[src/rtl/encoder16_pending.sv]
// Sequential priority encoder: gathers one-hot request pulses into a pending set
// and issues indices lowest-first over a valid/ready output slot.
module encoder16_pending #(
  parameter int N     = 4,
  parameter int CNT_W = 5
) (
  input  logic                clk,
  input  logic                rst_n,
  input  logic [(2**N)-1:0]   req,
  input  logic                clr,
  input  logic                out_ready,
  output logic                out_valid,
  output logic [N-1:0]        out_code,
  output logic [(2**N)-1:0]   pending,
  output logic [CNT_W-1:0]    pending_cnt,
  output logic                overflow
);

  localparam int W = 2**N;

  logic             slot_free;
  logic             load;
  logic [N-1:0]     sel;
  logic [W-1:0]     load_mask;
  logic [W-1:0]     pending_nxt;
  logic [CNT_W-1:0] cnt_nxt;
  logic             dup;

  assign slot_free = !out_valid || out_ready;
  assign load      = slot_free && (pending != '0);

  // Scan high-to-low so the lowest set bit wins.
  always_comb begin
    sel = '0;
    for (int i = W - 1; i >= 0; i--) begin
      if (pending[i]) sel = N'(i);
    end
  end

  // The loaded bit is cleared before req is merged, so a same-cycle
  // re-request keeps the index pending and counts as a fresh request.
  assign load_mask   = load ? (W'(1) << sel) : '0;
  assign pending_nxt = (pending & ~load_mask) | req;
  assign dup         = |(req & pending & ~load_mask);

  always_comb begin
    cnt_nxt = '0;
    for (int i = 0; i < W; i++) begin
      cnt_nxt = cnt_nxt + CNT_W'(pending_nxt[i]);
    end
  end

  always_ff @(posedge clk or negedge rst_n) begin
    if (!rst_n) begin
      pending     <= '0;
      pending_cnt <= '0;
      overflow    <= 1'b0;
      out_valid   <= 1'b0;
      out_code    <= '0;
    end else if (clr) begin
      pending     <= '0;
      pending_cnt <= '0;
      overflow    <= 1'b0;
      out_valid   <= 1'b0;
      out_code    <= '0;
    end else begin
      pending     <= pending_nxt;
      pending_cnt <= cnt_nxt;
      if (dup) overflow <= 1'b1;
      if (load) begin
        out_valid <= 1'b1;
        out_code  <= sel;
      end else if (out_ready) begin
        out_valid <= 1'b0;
      end
    end
  end

endmodule

[config.mk]
export PLATFORM = sky130hd
export DESIGN_NAME = encoder16_pending
export DESIGN_NICKNAME = d
export VERILOG_FILES = /design/src/rtl/encoder16_pending.sv
export SDC_FILE = /design/constraint.sdc
export NUM_CORES = 1
export LEC_CHECK = 0
export BUFFER_PORTS_ARGS = -buffer_cell sky130_fd_sc_hd__clkbuf_2
export CAP_MARGIN = 10
export CORE_MARGIN = 3
export CORE_UTILIZATION = 42
export DETAILED_ROUTE_END_ITERATION = 8
export PLACE_DENSITY_LB_ADDON = 0.05
export SLEW_MARGIN = 15
export SYNTH_ARGS = -nofsm -noshare
export SYNTH_HDL_FRONTEND = slang
export SYNTH_SLANG_ARGS = --single-unit
[constraint.sdc]
create_clock -name clk -period 4.4 [get_ports clk]
set_input_delay 0.22 -clock clk [delete_from_list [all_inputs] [get_ports clk]]
set_output_delay 0.22 -clock clk [all_outputs]
set_load 0.01 [all_outputs]
==> impl_metrics.json, run 1 <==
{
  "cellLeakagePower_nw": 1.35,
  "final.min_clock_period_ns": 4.66,
  "netlist_area_um2": 1850,
  "timing.hold.worst_path_depth": 3,
  "path_clk_slew_ns": 0.10,
  "post_route_cells_drive_above_1_share_pct": 55.6,
  "detail_routed_net_length_per_standard_cell_um": 18.8,
  "total_power_mw": 1.09,
  "drt-vias-per-instance": 5.68,
  "synth-main-ff-cell": "sky130_fd_sc_hd__dfrtp_1",
  "power.ir.vdd_worst_uv": 356,
  "fp.dieW_um": 72.4,
  "finalSetupViolations": 4,
  "worstSetupEndpointType": "flip-flop",
  "run_status": "complete, but fails checks",
  "initial_utilization_pct": 45.1,
  "number_of_max_cap_violations": 0,
  "post_synth_arst_share_pct": 100,
  "dieArea_um2": 5250,
  "syn_inst": 189,
  "drt_wl_total_mm": 6.52,
  "setup_repair_after_global_routing_missed_its_margin": "true",
  "io_pins": 47,
  "rrSetupSlack_ns": -0.26,
  "worst_rel_slew_slack_pct": 52.3,
  "cts_buffers": 3,
  "count_of_input_and_output_buffers": 46,
  "timing_hold_violations_final": 0,
  "syn2layout_area_growth_pct": 54.9,
  "ys_types": 50,
  "ctsRootBufferMaster": "sky130_fd_sc_hd__clkbuf_8",
  "number_of_synthesized_flops_with_an_enable_pin": 0,
  "core-area_um2": 4120,
  "synth-warning-count": 0,
  "track_usage_pct": 25.5,
  "skew_ns": 0.00422,
  "first_global_vias": 2099,
  "syn-num-nets": 224,
  "report.final.slew_viol_count": 0,
  "worstPathArrival_ns": 4.82,
  "remaining_global_route_overflow": 0,
  "detailedRoute.firstPassIterationCount": 4,
  "grt_max_degree": 28,
  "critical_path.max_fanout": 4,
  "n_antenna_cell": 0,
  "clock_tree.htree_level_count": 1,
  "post_synth.cell_area_avg_um2": 9.81,
  "powerDensity_nw_per_um2": 381,
  "post-dp-hpwl_mm": 4.94,
  "die_height_um": 72.4,
  "crit_required_ns": 4.56,
  "finish.net_count": 333,
  "clk_latency_ns": 0.28,
  "setup-tns-final_ns": -0.966,
  "grt_antenna_before_repair": 0,
  "cts_tree": "yes",
  "violations": "setup timing",
  "fmaxAchievable_ghz": 0.215,
  "clock_sinks": 27,
  "critical_path_class": "flip-flop to flip-flop",
  "setup.worst_path.start_class": "flip-flop",
  "floorplan_row_count": 23,
  "hold_class": "primary input to flip-flop",
  "post-route-drc-count": 0,
  "detailroute.via_count": 1970,
  "grt_first_pass_wirelength_mm": 10.2,
  "drtAntennaViolNets": 0,
  "first_iter_violations": 167,
  "post_route_worst_setup_slack_ns": -0.260,
  "cts_buffer_depth": 2,
  "r2r.worst_path.cells": 12,
  "max_slew.worst_pin.slew_ns": 0.716,
  "layout_worst_path_cycle_share_pct": 106,
  "ys_seq_area_share_pct": 36.4,
  "routabilityCongestion": 0.919,
  "ys_ff_latch": 27
}
layout make-up:
type                            instances  area (um2)
Multi-Input combinational cell        146        1320
Fill cell                             307        1240
Clock buffer                            3        41.3
Clock inverter                          1        7.51
Inverter                               11        41.3
Sequential cell                        27         688
Tap cell                               50        62.6
Timing Repair Buffer                  109         709
where the power goes:
part           switching (mW)  total, mW  internal, mW
registers              0.0271      0.309         0.282
logic                   0.312      0.634         0.322
clock network          0.0866      0.151        0.0645
total                   0.426       1.09         0.669
metal layers:
layer | global-route usage, % | routed length [um]
met3 | 2.35 | 410
met1 | 32.3 | 2660
met4 | 7.99 | 189
met2 | 45.9 | 3260
met5 | 0 | 0
layout by cell type (no fill, tap or decap), types with 6 or more instances in the layout:
master,count
sky130_fd_sc_hd__a21o_1,7
sky130_fd_sc_hd__a21oi_1,11
sky130_fd_sc_hd__buf_4,61
sky130_fd_sc_hd__clkbuf_2,46
sky130_fd_sc_hd__dfrtp_1,17
sky130_fd_sc_hd__dfrtp_2,10
sky130_fd_sc_hd__fa_1,7
sky130_fd_sc_hd__inv_1,9
sky130_fd_sc_hd__nand2_1,10
sky130_fd_sc_hd__nand2b_1,6
sky130_fd_sc_hd__nor2_1,9
sky130_fd_sc_hd__nor2b_1,15
sky130_fd_sc_hd__o21ai_0,9
synthesized netlist by cell type (all sizes together) (3+ instances only):
cell	instances	share of area [%]
nand3	3	0.81
ha	5	3.4
dfrtp	27	36
a21oi	12	3.2
or2	4	1.3
inv	11	2.2
a221oi	3	1.8
a21o	9	3.8
nand2b	6	2.0
a22o	3	1.5
fa	10	11
o21ai	12	3.2
buf	3	1.6
or3	3	1.3
nor2b	15	5.1
and3	3	1.3
nor2	14	2.8
nor4	4	1.7
nand2	13	2.6
o31ai	3	1.2
metrics by stage:
step                      std cells  utilization, %  cell area [um2]  hold WS (ns)  worst slack, ns
after floorplan                 189               -             1940       -0.0756          -0.0116
after global placement          331            62.6             2580         0.295           -0.153
after detailed placement        331            62.6             2580         0.308           -0.244
after CTS                       343            67.0             2760         0.182           -0.184
after global routing            347            69.8             2870         0.181           -0.353
final                           347            69.8             2870         0.185           -0.260
critical path, cell delays in order, from the launching register on:
cell	delay [ns]
sky130_fd_sc_hd__dfrtp_2	0.46
sky130_fd_sc_hd__o311a_4	0.42
sky130_fd_sc_hd__or2_4	0.27
sky130_fd_sc_hd__or3_4	0.38
sky130_fd_sc_hd__a21o_1	0.21
sky130_fd_sc_hd__fa_1	0.51
sky130_fd_sc_hd__fa_1	0.45
sky130_fd_sc_hd__fa_2	0.56
sky130_fd_sc_hd__fa_1	0.46
sky130_fd_sc_hd__ha_4	0.20
sky130_fd_sc_hd__fa_2	0.39
sky130_fd_sc_hd__xnor2_2	0.17
sky130_fd_sc_hd__nor2_1	0.05
registers in the layout (all words and copies together), names as in the netlist:
register     flops
pending_cnt      5
out_code         4
out_valid        1
pending         16
overflow         1
cell families (layout without fill, tap and decap cells):
family | Yosys count | after routing | share of synthesized area [%]
and+or+nand+nor | 68 | 68 | 20.4
AOI/OAI and AO/OA | 61 | 61 | 23.8
DFF | 27 | 27 | 36.4
buffers and inverters | 16 | 124 | 4.25
adders and majority gates | 15 | 15 | 14.2
xor gates and xnor gates | 2 | 2 | 0.945
final timing paths:
path                                   from        endpoint
min in group asynchronous             rst_n       out_valid
worst min register to register  out_code[0]     out_code[0]
max in group asynchronous             rst_n     pending[12]
worst min-delay path                 req[1]      pending[1]
worst max register to register  pending[12]  pending_cnt[2]
worst max-delay path            pending[12]  pending_cnt[2]
repair_timing:
item	CTS	global route
setup endpoints to repair	4	4
hold endpoints to repair	27	0
setup buffers	7	4
hold buffers	1	0
gates resized for setup	19	15
pin swaps	11	14
(Power assumes the default switching activity.)
==> inputs of run 2 (changes only) <==
- BUFFER_PORTS_ARGS: -buffer_cell sky130_fd_sc_hd__clkbuf_2 -> -buffer_cell sky130_fd_sc_hd__buf_4
- RECOVER_POWER: unset -> 100
- TNS_END_PERCENT: unset -> 1
==> run 2 against run 1 <==
Compared with the run above:
- the flow still finishes with violations (setup timing)
- highest routed layer unchanged
- critical path type unchanged
- first-iteration DRC count is 20% lower
- combinational power is 11% lower
- non-clock buffer count is 17 lower
- via count is 8.4% lower
- utilization is 4.2 points lower
- largest power group unchanged
- die area stayed put
- register-to-register slack better by 0.04 ns
- global-route usage is 2.1 points lower
- largest cell class unchanged
- setup slack better by 0.042 ns
- hold slack better by 0.032 ns
- sequential cell count stayed put
==> impl_metrics.json, run 2 (synthesis gave the netlist of run 1 again) <==
{
  "detailedRoute.firstPassIterationCount": 4,
  "worstSetupEndpointType": "flip-flop",
  "critical_path_class": "flip-flop to flip-flop",
  "cts_buffer_depth": 2,
  "grt_antenna_before_repair": 0,
  "drtAntennaViolNets": 0,
  "worstPathArrival_ns": 4.78,
  "hold_class": "primary input to flip-flop",
  "layout.cells.most_common_list": "sky130_fd_sc_hd__buf_4 (70), sky130_fd_sc_hd__clkbuf_1 (20), sky130_fd_sc_hd__dfrtp_1 (20)",
  "drt_wl_total_mm": 5.94,
  "drt-vias-per-instance": 5.47,
  "detail_routed_net_length_per_standard_cell_um": 18.0,
  "layout_commonest_cell": "sky130_fd_sc_hd__buf_4",
  "layout_worst_path_cycle_share_pct": 105,
  "io_pins": 47,
  "finish.net_count": 316,
  "biggestRegsByFlops": "pending: 16 flops, pending_cnt: 5 flops, out_code: 4 flops",
  "count_of_input_and_output_buffers": 46,
  "cts_buffers": 3,
  "grt_first_pass_wirelength_mm": 9.34,
  "track_usage_pct": 23.4,
  "critical_path.max_fanout": 5,
  "floorplan_row_count": 23,
  "violations": "setup timing",
  "initial_utilization_pct": 45.1,
  "cellLeakagePower_nw": 1.21,
  "grt_max_degree": 28,
  "power.ir.vdd_worst_uv": 439,
  "worst_rel_slew_slack_pct": 0.855,
  "timing_hold_violations_final": 0,
  "met2_wirelength_mm": 2.89,
  "post-dp-hpwl_mm": 4.79,
  "post-route-drc-count": 0,
  "setup.worst_path.start_class": "flip-flop",
  "number_of_max_cap_violations": 0,
  "remaining_global_route_overflow": 0,
  "ctsRootBufferMaster": "sky130_fd_sc_hd__clkbuf_8",
  "clock_sinks": 27,
  "first_iter_violations": 134,
  "routabilityCongestion": 0.889,
  "placedInstanceArea_um2": 2610,
  "clk_latency_ns": 0.28,
  "die_height_um": 72.4,
  "run_status": "complete, but fails checks",
  "fp.dieW_um": 72.4,
  "crit_required_ns": 4.56,
  "finalHoldWorstSlack_ns": 0.217,
  "highest-signal-layer": "met4",
  "post_route_cells_drive_above_1_share_pct": 41.8,
  "cts_tree": "yes",
  "design_area_um2": 2700,
  "syn2layout_area_growth_pct": 45.6,
  "powerDensity_nw_per_um2": 377,
  "fmaxAchievable_ghz": 0.217,
  "post_route_worst_setup_slack_ns": -0.217,
  "worst_setup_slack_before_clock_tree_synthesis_ns": -0.225,
  "path_clk_slew_ns": 0.10,
  "largest_register_ffs": 16,
  "dieArea_um2": 5250,
  "clock_tree.htree_level_count": 1,
  "largest-register": "pending",
  "report.final.slew_viol_count": 0,
  "skew_ns": 0.00587,
  "setup_repair_after_global_routing_missed_its_margin": "true",
  "length_of_routed_wiring_on_met1_mm": 2.58,
  "core-area_um2": 4120,
  "n_antenna_cell": 0,
  "finalSetupViolations": 4,
  "first_global_vias": 1811,
  "max_slew.worst_pin.slew_ns": 1.49,
  "detailroute.via_count": 1805,
  "final.min_clock_period_ns": 4.62,
  "met3_wirelength_um": 329
}
run 2: path summary, 6_finish.rpt:
path                             start              to  depth (start not counted)  slack [ns]
setup reg to reg            pending[7]  pending_cnt[1]                         13       -0.22
max in group asynchronous        rst_n      pending[5]                          2        2.60
min in group asynchronous        rst_n      pending[4]                          2        0.82
setup / recovery            pending[7]  pending_cnt[1]                         13       -0.22
hold / removal                  req[1]      pending[1]                          3        0.22
hold reg to reg            out_code[0]     out_code[0]                          2        0.54
run 2: power breakdown:
group          switching, mW  internal (mW)  total, mW
logic                  0.279          0.286      0.565
clock network         0.0834         0.0637      0.147
registers             0.0248          0.282      0.306
total                  0.387          0.631       1.02
run 2: timing repair:
item / CTS / global route
pin swaps: 2 / 7
setup endpoints to repair: 4 / 4
hold buffers: 1 / 0
endpoints found under the hold margin: 27 / 0
setup buffers: 1 / 4
gates resized for setup: 7 / 10
run 2: worst max-delay path, cell delays in order, from the launching register on:
cell and delay [ns]:
sky130_fd_sc_hd__dfrtp_2 0.46, sky130_fd_sc_hd__buf_4 0.15, sky130_fd_sc_hd__nor4_4 0.24, sky130_fd_sc_hd__and3_4 0.24, sky130_fd_sc_hd__nand2_2 0.09, sky130_fd_sc_hd__or3_4 0.37, sky130_fd_sc_hd__a21o_1 0.21, sky130_fd_sc_hd__fa_1 0.46
sky130_fd_sc_hd__fa_1 0.58, sky130_fd_sc_hd__fa_1 0.43, sky130_fd_sc_hd__fa_1 0.50, sky130_fd_sc_hd__ha_2 0.20, sky130_fd_sc_hd__fa_2 0.44, sky130_fd_sc_hd__nor2b_1 0.14
run 2: layout make-up:
cell class,instances,area (um2)
Timing Repair Buffer,92,618
Sequential cell,27,684
Clock buffer,3,41.3
Tap cell,50,62.6
Clock inverter,1,5.00
Inverter,11,41.3
Fill cell,346,1420
Multi-Input combinational cell,146,1250
run 2: stage by stage:
stage          TNS, ns  power [mW]  util (%)  instances
6_report        -0.719        1.02      65.6        330
5_1_grt          -1.23        1.09      65.6        330
4_1_cts         -0.574        1.01      65.7        326
3_5_place_dp    -0.761       0.853      63.3        320
3_3_place_gp    -0.536       0.825      63.3        320
2_1_floorplan  -0.0660       0.636         -        189
run 2: metal layers:
layer  track usage, %  vias up
met2             39.6       60
met4             6.35        0
met3             3.46       12
li1                 -      865
met5                0        -
met1             31.4      868
